--- src/rtl/seq_divider_pkg.sv ---
// Shared definitions for the sequential divider: default width and FSM encoding.
package seq_divider_pkg;

  localparam int DEF_WIDTH = 8;

  typedef enum logic [1:0] {
    ST_IDLE = 2'd0,
    ST_CALC = 2'd1,
    ST_FIN  = 2'd2
  } state_t;

endpackage : seq_divider_pkg

--- src/rtl/seq_divider_addsub.sv ---
// Ripple add/sub: per-bit cell plus an N-bit chain built from it.
// op=0 gives a+b, op=1 gives a-b as a + ~b + 1 (cout=1 means no borrow).
module addsub_cell (
  input  logic a,
  input  logic b,
  input  logic op,
  input  logic cin,
  output logic s,
  output logic cout
);

  logic bx;

  // Full adder on the conditionally inverted b operand.
  always_comb begin
    bx   = b ^ op;
    s    = a ^ bx ^ cin;
    cout = (a & bx) | (a & cin) | (bx & cin);
  end

endmodule : addsub_cell

module addsub_n #(
  parameter int N = 9
) (
  input  logic [N-1:0] a,
  input  logic [N-1:0] b,
  input  logic         op,
  output logic [N-1:0] sum,
  output logic         cout
);

  logic [N:0] carry;

  // The op bit doubles as the carry-in so subtraction gets its +1.
  assign carry[0] = op;
  assign cout     = carry[N];

  for (genvar i = 0; i < N; i++) begin : g_bit
    addsub_cell u_cell (
      .a    (a[i]),
      .b    (b[i]),
      .op   (op),
      .cin  (carry[i]),
      .s    (sum[i]),
      .cout (carry[i+1])
    );
  end

endmodule : addsub_n

--- src/rtl/seq_divider.sv ---
// Unsigned restoring divider, one quotient bit per clock, start/done handshake.
module seq_divider
  import seq_divider_pkg::*;
#(
  parameter  int WIDTH = DEF_WIDTH,
  localparam int CNT_W = $clog2(WIDTH)
) (
  input  logic             clk,
  input  logic             reset,
  input  logic             start,
  input  logic [WIDTH-1:0] dividend,
  input  logic [WIDTH-1:0] divisor,
  output logic             busy,
  output logic             done,
  output logic [WIDTH-1:0] quotient,
  output logic [WIDTH-1:0] remainder,
  output logic             div_by_zero
);

  state_t           state, state_n;
  logic [WIDTH:0]   r, r_n;        // partial remainder, one guard bit
  logic [WIDTH-1:0] q, q_n;        // dividend shifting out / quotient shifting in
  logic [WIDTH-1:0] d, d_n;        // captured divisor
  logic [CNT_W-1:0] cnt, cnt_n;
  logic [WIDTH-1:0] quot_n, rem_n;
  logic             dz_n;

  logic [WIDTH:0]   shifted;
  logic [WIDTH:0]   diff;
  logic             no_borrow;

  assign shifted = {r[WIDTH-1:0], q[WIDTH-1]};

  addsub_n #(.N(WIDTH + 1)) u_sub (
    .a    (shifted),
    .b    ({1'b0, d}),
    .op   (1'b1),
    .sum  (diff),
    .cout (no_borrow)
  );

  assign busy = (state == ST_CALC);
  assign done = (state == ST_FIN);

  // State and datapath registers; reset abandons any operation in flight.
  // NOTE: sequential state uses non-blocking assignments so every register samples pre-edge values.
  always_ff @(posedge clk) begin
    if (reset) begin
      state       <= ST_IDLE;
      r           <= '0;
      q           <= '0;
      d           <= '0;
      cnt         <= '0;
      quotient    <= '0;
      remainder   <= '0;
      div_by_zero <= 1'b0;
    end else begin
      state       <= state_n;
      r           <= r_n;
      q           <= q_n;
      d           <= d_n;
      cnt         <= cnt_n;
      quotient    <= quot_n;
      remainder   <= rem_n;
      div_by_zero <= dz_n;
    end
  end

  // Next-state, operand capture and one restoring step per CALC cycle.
  always_comb begin
    // NOTE: every signal gets a hold default first so no path leaves one unassigned (no latches).
    state_n = state;
    r_n     = r;
    q_n     = q;
    d_n     = d;
    cnt_n   = cnt;
    quot_n  = quotient;
    rem_n   = remainder;
    dz_n    = div_by_zero;

    case (state)
      ST_IDLE, ST_FIN: begin
        if (start) begin
          if (divisor == '0) begin
            // Division by zero resolves immediately with saturated quotient.
            state_n = ST_FIN;
            quot_n  = '1;
            rem_n   = dividend;
            dz_n    = 1'b1;
          end else begin
            state_n = ST_CALC;
            r_n     = '0;
            q_n     = dividend;
            d_n     = divisor;
            cnt_n   = CNT_W'(WIDTH - 1);
            dz_n    = 1'b0;
          end
        end else if (state == ST_FIN) begin
          state_n = ST_IDLE;
        end
      end

      ST_CALC: begin
        if (no_borrow) begin
          r_n = diff;
          q_n = {q[WIDTH-2:0], 1'b1};
        end else begin
          r_n = shifted;
          q_n = {q[WIDTH-2:0], 1'b0};
        end
        if (cnt == '0) begin
          // Last step: publish results so they are valid during FIN.
          state_n = ST_FIN;
          quot_n  = q_n;
          rem_n   = r_n[WIDTH-1:0];
        end else begin
          cnt_n = cnt - CNT_W'(1);
        end
      end

      default: state_n = ST_IDLE;
    endcase
  end

endmodule : seq_divider

--- config.mk ---
export PLATFORM = sky130hd
export DESIGN_NAME = seq_divider
export DESIGN_NICKNAME = d
export VERILOG_FILES = /design/src/rtl/seq_divider_pkg.sv /design/src/rtl/seq_divider_addsub.sv /design/src/rtl/seq_divider.sv
export SDC_FILE = /design/constraint.sdc
export NUM_CORES = 1
export LEC_CHECK = 0
export ABC_AREA = 1
export BUFFER_PORTS_ARGS = -buffer_cell sky130_fd_sc_hd__buf_2
export CORE_UTILIZATION = 45
export CTS_CLUSTER_DIAMETER = 100
export DETAILED_ROUTE_END_ITERATION = 6
export PLACE_DENSITY = 0.63
export SYNTH_ARGS = -nofsm -noshare
export SYNTH_HDL_FRONTEND = slang
export SYNTH_SLANG_ARGS = --single-unit
export TNS_END_PERCENT = 5
--- constraint.sdc ---
create_clock -name clk -period 5.2 [get_ports clk]
set_input_delay 1.04 -clock clk [delete_from_list [all_inputs] [get_ports clk]]
set_output_delay 1.04 -clock clk [all_outputs]
set_load 0.05 [all_outputs]
==> results of run 1 <==
[flip-flops by register name (all words and copies together), names as in the netlist]
name         count
state            2
q                8
r                8
quotient         8
cnt              3
div_by_zero      1
d                8
remainder        8
[routing by layer]
metal  share of wire (%)  vias to the layer above  global-route usage, %
met2                  47                       36                  33.03
met1                  48                      952                  26.11
met3                 2.7                       13                  3.347
met5                   0                        -                      0
li1                    -                     1116                      -
met4                 2.3                        0                  9.434
[cells by family (layout without fill, tap and decap cells)]
kind of cell	Yosys count	in the layout	synth area share [%]
compound gates	47	47	10.16
flops	46	46	38.76
simple gates	173	173	30.91
xor+xnor	1	1	0.3687
buf+inv	66	98	12.32
fa+ha+maj	10	10	7.478
[where the power goes]
group,internal (mW),leakage (nW),switching (mW)
sequential,0.381,0.377,0.0168
clock,0.144,0.0514,0.125
combinational,0.0722,0.852,0.160
[how the worst max path moves through the flow]
stage / slack [ps] / depth (start not counted) / to / start
floorplan: 980 / 18 / remainder[0] / q[7]
global placement: 830 / 17 / remainder[2] / q[7]
detailed placement: 760 / 16 / remainder[2] / q[7]
CTS: 740 / 16 / remainder[2] / q[7]
global route: 380 / 17 / remainder[1] / q[7]
finish: 770 / 16 / remainder[2] / q[7]
[final cells by class]
type / count / area share [%]
sequential: 46 / 34.52
multi-input combinational: 231 / 43.57
timing repair buffer: 37 / 6.942
clock buffer: 6 / 2.720
tap: 70 / 3.283
inverter: 53 / 7.552
clock inverter: 2 / 1.407
[critical path, cell delays in order, from the launching register on]
cell,delay [ps]
dfxtp_1,350
inv_1,50
ha_1,210
fa_1,450
fa_1,460
fa_1,460
fa_1,460
fa_1,460
fa_1,420
inv_1,80
fa_1,210
nor2_1,180
o21ai_0,270
nand2_1,100
nand2_1,70
nor2_1,50
nor2_1,110
[stage by stage]
stage / area (um2) / utilization (%) / hold slack, ps / power [mW] / instances
2_1_floorplan: 2376 / - / 439.0 / 0.5958 / 343
5_1_grt: 2668 / 52.23 / 467.8 / 0.9609 / 445
6_report: 2668 / 52.23 / 445.5 / 0.8986 / 445
3_3_place_gp: 2557 / 50.07 / 430.4 / 0.6368 / 437
4_1_cts: 2668 / 52.23 / 450.0 / 0.9088 / 445
3_5_place_dp: 2557 / 50.07 / 435.9 / 0.6398 / 437
[cells in the final DEF, fill, tap and decap left out, drive strengths merged, types with 3 or more instances in the layout]
cell,synthesis,layout
ha,3,3
a21oi,28,28
nand3b,8,8
fa,7,7
buf,7,37
nor2,38,38
dfxtp,46,46
nand3,20,20
inv,52,52
clkbuf,6,6
o21ai,18,18
nand2,105,105
==> metrics.txt, run 1 <==
# TYPE chip_impl_metric gauge
chip_impl_metric{name="cts_sinks",unit=""} 46
chip_impl_metric{name="post_cts_hold_buffer_count",unit=""} 0
chip_impl_metric{name="async_flop_share",unit="%"} 0
chip_impl_metric{name="antenna_found_initial",unit=""} 0
chip_impl_metric{name="clk_pin_slew",unit="ps"} 90
chip_impl_metric{name="synth-edff-count",unit=""} 0
chip_impl_info{name="synth_common_cells",value="nand2_1 (99), inv_1 (50), dfxtp_1 (46), nor2_1 (36), a21oi_1 (28)"} 1
chip_impl_metric{name="final-setup-viol-count",unit=""} 0
chip_impl_metric{name="io_buffer_count",unit=""} 37
chip_impl_metric{name="synthToLayoutAreaGrowth",unit="%"} 12.27
chip_impl_metric{name="fillerInstances",unit=""} 575
chip_impl_metric{name="grtUsageTotal",unit="%"} 20.19
chip_impl_metric{name="finalHoldViolations",unit=""} 0
chip_impl_metric{name="coreArea",unit="um2"} 5107
chip_impl_metric{name="postSynthRegisterBits",unit=""} 46
chip_impl_metric{name="number_of_nets_with_antenna_violations_after_detailed_routing",unit=""} 0
chip_impl_metric{name="floorplan.rows",unit=""} 26
chip_impl_metric{name="post_cts.resized_instances",unit=""} 0
chip_impl_metric{name="share_of_the_yosys_chip_area_belonging_to_registers",unit="%"} 38.76
chip_impl_metric{name="dr_total_vias",unit=""} 2117
chip_impl_metric{name="period_needed",unit="ps"} 4428
chip_impl_metric{name="post-route-worst-setup-slack",unit="ps"} 772.4
chip_impl_info{name="synth_ff_type",value="dfxtp_1"} 1
chip_impl_metric{name="gp_routability_congestion",unit=""} 0.7996
chip_impl_metric{name="worst_slew_margin_rel",unit="%"} 47.44
chip_impl_metric{name="floorplan.io_pins",unit=""} 38
chip_impl_metric{name="worstMarginPinSlew",unit="ps"} 783.6
chip_impl_info{name="tritoncts",value="built"} 1
chip_impl_metric{name="clock_tree.htree_level_count",unit=""} 2
chip_impl_metric{name="cts_setup_buffers",unit=""} 0
chip_impl_metric{name="yosys_warns",unit=""} 0
chip_impl_info{name="yosys.cell_count.top_type",value="nand2_1"} 1
chip_impl_metric{name="start_util",unit="%"} 46.52
chip_impl_metric{name="setup.reg_to_reg.worst_slack",unit="ps"} 770
chip_impl_info{name="worst_setup_path_start_kind",value="register"} 1
chip_impl_metric{name="die_h",unit="um"} 74.67
chip_impl_metric{name="dpl.hpwl",unit="mm"} 3.600
chip_impl_info{name="hold_path.startpoint",value="quotient[2]"} 1
chip_impl_metric{name="final.setup_skew",unit="ps"} 8.542
chip_impl_metric{name="global_route_wire_length_before_repair",unit="mm"} 8.528
chip_impl_metric{name="aggregate_routed_wire_length",unit="mm"} 5.026
chip_impl_metric{name="max_clock_freq",unit="MHz"} 225.9
chip_impl_metric{name="ratio_of_final_minimum_period_to_clock_period",unit="%"} 85.15
chip_impl_metric{name="syn_area_per_cell",unit="um2"} 6.927
chip_impl_metric{name="cp_max_fo",unit=""} 16
chip_impl_info{name="critical_path.reg2reg.endpoint",value="remainder[2]"} 1
chip_impl_metric{name="syn_nets",unit=""} 372
chip_impl_metric{name="hold_crit_depth",unit=""} 2
chip_impl_metric{name="pre_cts_slack",unit="ps"} 760.2
chip_impl_metric{name="layout.nets",unit=""} 403
chip_impl_metric{name="avgViaCountPerCell",unit=""} 4.757
chip_impl_metric{name="irDropWorstVdd",unit="mV"} 0.1810
chip_impl_metric{name="multi_input_area",unit="um2"} 1162
chip_impl_metric{name="remaining_routing_drc_violations",unit=""} 1
chip_impl_metric{name="firstDrtPassIters",unit=""} 6
chip_impl_metric{name="drive_gt1_share",unit="%"} 14.67
chip_impl_metric{name="leakagePower",unit="nW"} 1.281
chip_impl_metric{name="grt_start_max_net_pins",unit=""} 28
chip_impl_info{name="run_status",value="finished with violations"} 1
chip_impl_info{name="kind_of_end_point_of_the_critical_path",value="register"} 1
chip_impl_metric{name="drtIter0Drc",unit=""} 104
chip_impl_metric{name="synth_cells",unit=""} 343
chip_impl_info{name="cts-root-buf",value="clkbuf_8"} 1
chip_impl_metric{name="ys_types",unit=""} 26
chip_impl_metric{name="antenna_cells",unit=""} 0
chip_impl_metric{name="overflow",unit=""} 0
chip_impl_info{name="rsz_0062_raised_after_global_routing",value="no"} 1
chip_impl_metric{name="avgRoutedWirePerCell",unit="um"} 11.29
chip_impl_metric{name="rr_worst_depth",unit=""} 16
chip_impl_metric{name="tritoncts.num_buffers",unit=""} 5
chip_impl_metric{name="power_per_cell_area",unit="nW/um2"} 336.8
chip_impl_metric{name="synth_largest_type_area_fraction",unit="%"} 38.76
chip_impl_info{name="synth_top_area_cells",value="dfxtp_1 (39%), nand2_1 (16%), inv_1 (7.9%)"} 1
chip_impl_metric{name="totalNegativeSetupSlack",unit="ps"} 0
chip_impl_info{name="timing.hold.worst_endpoint",value="quotient[2]"} 1
chip_impl_metric{name="chipWidth",unit="um"} 74.67
chip_impl_info{name="cell_type_with_the_largest_total_area_after_synthesis",value="dfxtp_1"} 1
chip_impl_info{name="timing.hold.worst.class",value="register to register"} 1
chip_impl_metric{name="report.final.slew_viol_count",unit=""} 0
chip_impl_metric{name="post_synth_instance_area",unit="um2"} 2376
chip_impl_metric{name="floorplan.die_area",unit="um2"} 5575
chip_impl_metric{name="clk_latency",unit="ps"} 300
chip_impl_metric{name="worst_path_arrival_time",unit="ps"} 4670
chip_impl_metric{name="maxCapViolCount",unit=""} 0
chip_impl_metric{name="worstPathRequired",unit="ps"} 5450
chip_impl_info{name="violations",value="design-rule violations"} 1
chip_impl_metric{name="grt_pass1_vias",unit=""} 1986
chip_impl_info{name="rr_startpoint",value="q[7]"} 1
chip_impl_metric{name="ctsLongestPathBuffers",unit=""} 2
chip_impl_info{name="worst-setup-path-type",value="register to register"} 1
chip_impl_metric{name="final-seq-area",unit="um2"} 920.9
Power figures use the tool's default switching activity.
==> run 2: changes to the inputs <==
--- a/config.mk
+++ b/config.mk
@@ -7,10 +7,11 @@
 export LEC_CHECK = 0
 export ABC_AREA = 1
 export BUFFER_PORTS_ARGS = -buffer_cell sky130_fd_sc_hd__buf_2
-export CORE_UTILIZATION = 45
+export CORE_ASPECT_RATIO = 0.5
+export CORE_UTILIZATION = 32
 export CTS_CLUSTER_DIAMETER = 100
 export DETAILED_ROUTE_END_ITERATION = 6
-export PLACE_DENSITY = 0.63
+export PLACE_DENSITY = 0.47
 export SYNTH_ARGS = -nofsm -noshare
 export SYNTH_HDL_FRONTEND = slang
 export SYNTH_SLANG_ARGS = --single-unit
==> metrics.txt, run 2 (same netlist as run 1, synthesis figures left out) <==
# TYPE chip_impl_metric gauge
chip_impl_info{name="rsz_0062_raised_after_global_routing",value="no"} 1
chip_impl_metric{name="floorplan.die_area",unit="um2"} 7795
chip_impl_metric{name="start_util",unit="%"} 34.25
chip_impl_metric{name="total_power",unit="mW"} 0.9642
chip_impl_metric{name="avgViaCountPerCell",unit=""} 4.467
chip_impl_metric{name="rr_worst_depth",unit=""} 17
chip_impl_metric{name="layout.nets",unit=""} 403
chip_impl_metric{name="floorplan.rows",unit=""} 21
chip_impl_metric{name="avgRoutedWirePerCell",unit="um"} 12.55
chip_impl_metric{name="report.final.slew_viol_count",unit=""} 0
chip_impl_info{name="tritoncts",value="built"} 1
chip_impl_metric{name="clk_latency",unit="ps"} 290
chip_impl_metric{name="chipWidth",unit="um"} 123.9
chip_impl_metric{name="worstMarginPinSlew",unit="ps"} 836.2
chip_impl_metric{name="totalNegativeSetupSlack",unit="ps"} 0
chip_impl_metric{name="floorplan.io_pins",unit=""} 38
chip_impl_metric{name="cts_setup_buffers",unit=""} 0
chip_impl_info{name="timing.hold.worst.class",value="register to register"} 1
chip_impl_metric{name="drive_gt1_share",unit="%"} 14.67
chip_impl_info{name="worst-setup-path-type",value="register to register"} 1
chip_impl_metric{name="gp_routability_congestion",unit=""} 0.7802
chip_impl_metric{name="cts_sinks",unit=""} 46
chip_impl_info{name="kind_of_end_point_of_the_critical_path",value="register"} 1
chip_impl_metric{name="final-setup-viol-count",unit=""} 0
chip_impl_metric{name="number_of_nets_with_antenna_violations_after_detailed_routing",unit=""} 0
chip_impl_metric{name="remaining_routing_drc_violations",unit=""} 0
chip_impl_metric{name="cp_max_fo",unit=""} 16
chip_impl_metric{name="grt_pass1_vias",unit=""} 1989
chip_impl_metric{name="antenna_cells",unit=""} 0
chip_impl_info{name="run_status",value="finished clean"} 1
chip_impl_metric{name="fillerInstances",unit=""} 759
chip_impl_metric{name="io_buffer_count",unit=""} 37
chip_impl_info{name="rr_startpoint",value="q[7]"} 1
chip_impl_metric{name="leakagePower",unit="nW"} 1.303
chip_impl_metric{name="tritoncts.num_buffers",unit=""} 5
chip_impl_metric{name="grt_start_max_net_pins",unit=""} 28
chip_impl_info{name="hold_path.startpoint",value="quotient[1]"} 1
chip_impl_info{name="critical_path.reg2reg.endpoint",value="remainder[3]"} 1
chip_impl_info{name="layout.cells.most_common_list",value="nand2_1 (99), inv_1 (50), dfxtp_1 (46)"} 1
chip_impl_metric{name="synthToLayoutAreaGrowth",unit="%"} 15.01
chip_impl_metric{name="worstPathRequired",unit="ps"} 5380
chip_impl_metric{name="power_per_cell_area",unit="nW/um2"} 352.8
chip_impl_metric{name="overflow",unit=""} 0
chip_impl_metric{name="firstDrtPassIters",unit=""} 4
chip_impl_metric{name="antenna_found_initial",unit=""} 0
chip_impl_metric{name="max_clock_freq",unit="MHz"} 221.9
chip_impl_metric{name="post_cts.resized_instances",unit=""} 0
chip_impl_metric{name="worst_slew_margin_rel",unit="%"} 43.91
chip_impl_metric{name="irDropWorstVdd",unit="mV"} 0.1168
chip_impl_metric{name="dpl.hpwl",unit="mm"} 4.182
chip_impl_info{name="timing.hold.worst_endpoint",value="quotient[1]"} 1
chip_impl_metric{name="ratio_of_final_minimum_period_to_clock_period",unit="%"} 86.68
chip_impl_metric{name="maxCapViolCount",unit=""} 0
chip_impl_metric{name="dr_total_vias",unit=""} 2086
chip_impl_metric{name="grtUsageTotal",unit="%"} 17.03
chip_impl_metric{name="global_route_wire_length_before_repair",unit="mm"} 10.03
chip_impl_info{name="worstSetupStartpoint",value="q[7]"} 1
chip_impl_info{name="layout_commonest_cell",value="nand2_1"} 1
chip_impl_metric{name="ctsLongestPathBuffers",unit=""} 2
chip_impl_metric{name="period_needed",unit="ps"} 4507
chip_impl_metric{name="worst_path_arrival_time",unit="ps"} 4690
chip_impl_metric{name="final.setup_skew",unit="ps"} 3.515
chip_impl_metric{name="drtIter0Drc",unit=""} 102
chip_impl_metric{name="post_cts_hold_buffer_count",unit=""} 0
chip_impl_metric{name="die_h",unit="um"} 62.93
chip_impl_metric{name="hold_crit_depth",unit=""} 2
chip_impl_info{name="worst_setup_path_start_kind",value="register"} 1
chip_impl_metric{name="aggregate_routed_wire_length",unit="mm"} 5.861
chip_impl_metric{name="coreArea",unit="um2"} 6937
chip_impl_metric{name="setup.reg_to_reg.worst_slack",unit="ps"} 690
chip_impl_info{name="cts-root-buf",value="clkbuf_16"} 1
chip_impl_metric{name="finalHoldViolations",unit=""} 0
chip_impl_metric{name="clk_pin_slew",unit="ps"} 60
chip_impl_metric{name="clock_tree.htree_level_count",unit=""} 2
==> run 2: cell count changes in the layout (fill, tap and decap cells not counted) <==
| cell | previous run | this run |
|---|---|---|
| clkbuf_16 | 0 | 5 |
| clkbuf_8 | 5 | 1 |
| bufinv_16 | 1 | 0 |
| clkinv_2 | 0 | 1 |
| clkinvlp_4 | 1 | 0 |
==> run 2: worst max path at each step <==
| stage | endpoint | depth (start not counted) |
|---|---|---|
| global placement | remainder[3] | 17 |
| CTS | remainder[3] | 17 |
| finish | remainder[3] | 17 |
| floorplan | remainder[0] | 18 |
| detailed placement | remainder[3] | 17 |
| global route | remainder[3] | 17 |
==> run 2: layout make-up <==
cell class | instances | area [um2] | share of cell area [%]
clock buffers | 7 | 142.6 | 5.220
clock inverters | 1 | 5.005 | 0.1832
inverters | 53 | 201.4 | 7.372
multi-input cells | 231 | 1162 | 42.54
flip-flops and latches | 46 | 920.9 | 33.70
well taps | 92 | 115.1 | 4.212
repair buffers | 37 | 185.2 | 6.777
==> run 2: power by group <==
part | switching (mW) | internal (mW) | total [mW]
clock | 0.133 | 0.191 | 0.323
combinational | 0.167 | 0.0746 | 0.241
sequential | 0.0178 | 0.382 | 0.400
==> run 2: per-stage QoR <==
step | instances | utilization (%) | instance area, um2 | hold WS (ps) | worst slack [ps]
2_1_floorplan | 343 | - | 2376 | 439.0 | 983.1
3_3_place_gp | 459 | 37.27 | 2585 | 431.3 | 746.7
3_5_place_dp | 459 | 37.27 | 2585 | 437.6 | 609.4
4_1_cts | 467 | 39.39 | 2733 | 447.8 | 653.7
5_1_grt | 467 | 39.39 | 2733 | 469.6 | 335.3
6_report | 467 | 39.39 | 2733 | 443.1 | 692.7
==> run 2: layer usage <==
layer  part of all wire (%)  track usage, %  vias up
met4                    1.5           5.723        0
li1                       -               -     1119
met5                      0               0        -
met2                     36           21.25       43
met1                     57           26.75      917
met3                    5.1           4.745        7
==> run 2: worst max-delay path, stage by stage, from the launching register on <==
cell and delay, ps:
dfxtp_1 350, inv_1 50, ha_1 210, fa_1 450
fa_1 460, fa_1 460, fa_1 450, fa_1 470
fa_1 430, inv_1 90, fa_1 210, nor2_1 190
nand2_1 100, o21ai_0 80, nand2_1 150, nand2_1 80
nor2_1 110, nor2_1 60
==> run 3: changes to the inputs <==
--- a/config.mk
+++ b/config.mk
@@ -7,10 +7,12 @@
 export LEC_CHECK = 0
 export ABC_AREA = 1
 export BUFFER_PORTS_ARGS = -buffer_cell sky130_fd_sc_hd__buf_2
+export CAP_MARGIN = 40
 export CORE_ASPECT_RATIO = 0.5
 export CORE_UTILIZATION = 32
 export CTS_CLUSTER_DIAMETER = 100
 export DETAILED_ROUTE_END_ITERATION = 6
+export MAX_ROUTING_LAYER = met4
 export PLACE_DENSITY = 0.47
 export SYNTH_ARGS = -nofsm -noshare
 export SYNTH_HDL_FRONTEND = slang
==> metrics.txt, run 3 (same netlist as run 1, synthesis figures left out) <==
# TYPE chip_impl_metric gauge
chip_impl_metric{name="io_buffer_count",unit=""} 37
chip_impl_metric{name="dpl.hpwl",unit="mm"} 4.194
chip_impl_metric{name="post-route-worst-setup-slack",unit="ps"} 709.4
chip_impl_info{name="critical_path.reg2reg.endpoint",value="remainder[3]"} 1
chip_impl_metric{name="number_of_nets_with_antenna_violations_after_detailed_routing",unit=""} 0
chip_impl_metric{name="floorplan.io_pins",unit=""} 38
chip_impl_info{name="layout.cells.most_common_list",value="nand2_1 (99), inv_1 (50), dfxtp_1 (46)"} 1
chip_impl_metric{name="rr_worst_depth",unit=""} 17
chip_impl_metric{name="antenna_found_initial",unit=""} 0
chip_impl_metric{name="post_cts.resized_instances",unit=""} 0
chip_impl_metric{name="drtIter0Drc",unit=""} 91
chip_impl_metric{name="cp_max_fo",unit=""} 16
chip_impl_metric{name="report.final.slew_viol_count",unit=""} 0
chip_impl_metric{name="overflow",unit=""} 0
chip_impl_metric{name="leakagePower",unit="nW"} 1.310
chip_impl_info{name="rsz_0062_raised_after_global_routing",value="no"} 1
chip_impl_metric{name="grt.met1_usage",unit="%"} 26.20
chip_impl_metric{name="dpl.cell_count",unit=""} 460
chip_impl_metric{name="max_clock_freq",unit="MHz"} 222.7
chip_impl_metric{name="tritoncts.num_buffers",unit=""} 5
chip_impl_metric{name="power_per_cell_area",unit="nW/um2"} 351.1
chip_impl_metric{name="dr_total_vias",unit=""} 2047
chip_impl_metric{name="setup.reg_to_reg.worst_slack",unit="ps"} 710
chip_impl_metric{name="multi_input_area",unit="um2"} 1162
chip_impl_metric{name="post_cts_hold_buffer_count",unit=""} 0
chip_impl_info{name="tritoncts",value="built"} 1
chip_impl_metric{name="global_route_wire_length_before_repair",unit="mm"} 9.949
chip_impl_metric{name="clock_tree.htree_level_count",unit=""} 2
chip_impl_info{name="worst-setup-path-type",value="register to register"} 1
chip_impl_info{name="timing.hold.worst.class",value="register to register"} 1
chip_impl_metric{name="avgViaCountPerCell",unit=""} 4.374
chip_impl_info{name="timing.hold.worst_endpoint",value="quotient[1]"} 1
chip_impl_metric{name="grt_pass1_vias",unit=""} 1994
chip_impl_metric{name="period_needed",unit="ps"} 4491
chip_impl_info{name="hold_path.startpoint",value="quotient[1]"} 1
chip_impl_metric{name="final.setup_skew",unit="ps"} 7.133
chip_impl_metric{name="clk_latency",unit="ps"} 290
chip_impl_metric{name="irDropWorstVdd",unit="mV"} 0.1192
chip_impl_info{name="layout_commonest_cell",value="nand2_1"} 1
chip_impl_metric{name="final-setup-viol-count",unit=""} 0
chip_impl_metric{name="totalNegativeSetupSlack",unit="ps"} 0
chip_impl_info{name="rr_startpoint",value="q[7]"} 1
chip_impl_metric{name="grtUsageTotal",unit="%"} 17.35
chip_impl_info{name="worst_setup_path_start_kind",value="register"} 1
chip_impl_metric{name="gp_routability_congestion",unit=""} 0.7909
chip_impl_metric{name="cts_setup_buffers",unit=""} 0
chip_impl_metric{name="grt_use_met2",unit="%"} 22.29
chip_impl_metric{name="hold_crit_depth",unit=""} 2
chip_impl_metric{name="firstDrtPassIters",unit=""} 4
chip_impl_metric{name="grt_util_met3",unit="%"} 4.197
chip_impl_metric{name="layout.nets",unit=""} 404
chip_impl_metric{name="antenna_cells",unit=""} 0
chip_impl_metric{name="aggregate_routed_wire_length",unit="mm"} 5.793
chip_impl_info{name="cts-root-buf",value="clkbuf_16"} 1
chip_impl_metric{name="fillerInstances",unit=""} 763
chip_impl_metric{name="finalHoldViolations",unit=""} 0
chip_impl_metric{name="pre_cts_slack",unit="ps"} 630.6
chip_impl_metric{name="drive_gt1_share",unit="%"} 15.16
chip_impl_info{name="grt_busiest_layer",value="met1"} 1
chip_impl_metric{name="start_util",unit="%"} 34.25
chip_impl_metric{name="chipWidth",unit="um"} 123.9
chip_impl_metric{name="finalNonFillerCells",unit=""} 468
chip_impl_metric{name="worst_slew_margin_rel",unit="%"} 46.80
chip_impl_metric{name="remaining_routing_drc_violations",unit=""} 0
chip_impl_metric{name="synthToLayoutAreaGrowth",unit="%"} 15.80
chip_impl_metric{name="ctsLongestPathBuffers",unit=""} 2
chip_impl_metric{name="worstPathRequired",unit="ps"} 5380
chip_impl_metric{name="floorplan.rows",unit=""} 21
chip_impl_info{name="kind_of_end_point_of_the_critical_path",value="register"} 1
chip_impl_metric{name="floorplan.die_area",unit="um2"} 7795
chip_impl_metric{name="avgRoutedWirePerCell",unit="um"} 12.38
chip_impl_metric{name="final-seq-area",unit="um2"} 920.9
chip_impl_metric{name="ratio_of_final_minimum_period_to_clock_period",unit="%"} 86.36
chip_impl_metric{name="grt_start_max_net_pins",unit=""} 25
chip_impl_info{name="run_status",value="finished clean"} 1
chip_impl_metric{name="worst_path_arrival_time",unit="ps"} 4680
chip_impl_metric{name="cts_sinks",unit=""} 46
chip_impl_metric{name="die_h",unit="um"} 62.93
chip_impl_metric{name="maxCapViolCount",unit=""} 0
chip_impl_metric{name="worstMarginPinSlew",unit="ps"} 795.1
chip_impl_metric{name="clk_pin_slew",unit="ps"} 60
chip_impl_metric{name="coreArea",unit="um2"} 6937
[run 3: worst max-delay path by stage]
| stage | startpoint | depth (start not counted) | to | slack [ps] |
|---|---|---|---|---|
| 2_1_floorplan | q[7] | 18 | remainder[0] | 980 |
| 3_3_place_gp | q[7] | 17 | remainder[3] | 750 |
| 3_5_place_dp | q[7] | 17 | remainder[3] | 630 |
| 4_1_cts | q[7] | 17 | remainder[3] | 660 |
| 5_1_grt | q[7] | 17 | remainder[4] | 350 |
| 6_report | q[7] | 17 | remainder[3] | 710 |
[run 3: worst max-delay path, stage by stage (launching register included)]
cell and delay (ps):
dfxtp_1 350, inv_1 50, ha_1 210, fa_1 450, fa_1 460, fa_1 460
fa_1 450, fa_1 470, fa_1 420, inv_1 90, fa_1 210, nor2_1 190
nand2_1 100, o21ai_0 80, nand2_1 150, nand2_1 80, nor2_1 100, nor2_1 60
[run 3: power by group]
group | switching [mW] | internal, mW | total [mW]
sequential | 0.0178 | 0.382 | 0.400
clock | 0.134 | 0.190 | 0.324
combinational | 0.166 | 0.0757 | 0.242
total | 0.318 | 0.648 | 0.966
[run 3: through the flow]
stage               power, mW  hold slack (ps)  util, %  area (um2)
finish                 0.9659            443.7    39.66        2751
global route            1.033            467.2    39.66        2751
CTS                    0.9807            446.3    39.66        2751
detailed placement     0.6479            435.4    37.48        2600
global placement       0.6462            431.3    37.27        2585
floorplan              0.5958            439.0        -        2376
[run 3: final cells by class]
type | count | share of cell area, %
Sequential cell | 46 | 33.47
Tap cell | 92 | 4.184
Multi-Input combinational cell | 231 | 42.25
Timing Repair Buffer | 38 | 7.276
Clock buffer | 6 | 5.048
Inverter | 53 | 7.321
Clock inverter | 2 | 0.4548
[run 3: metal layers]
layer / vias up / part of all wire [%] / wire (um)
li1: 1120 / - / -
met3: 5 / 5.2 / 302
met5: - / 0 / 0
met2: 39 / 39 / 2236
met1: 883 / 55 / 3201
met4: 0 / 0.90 / 52
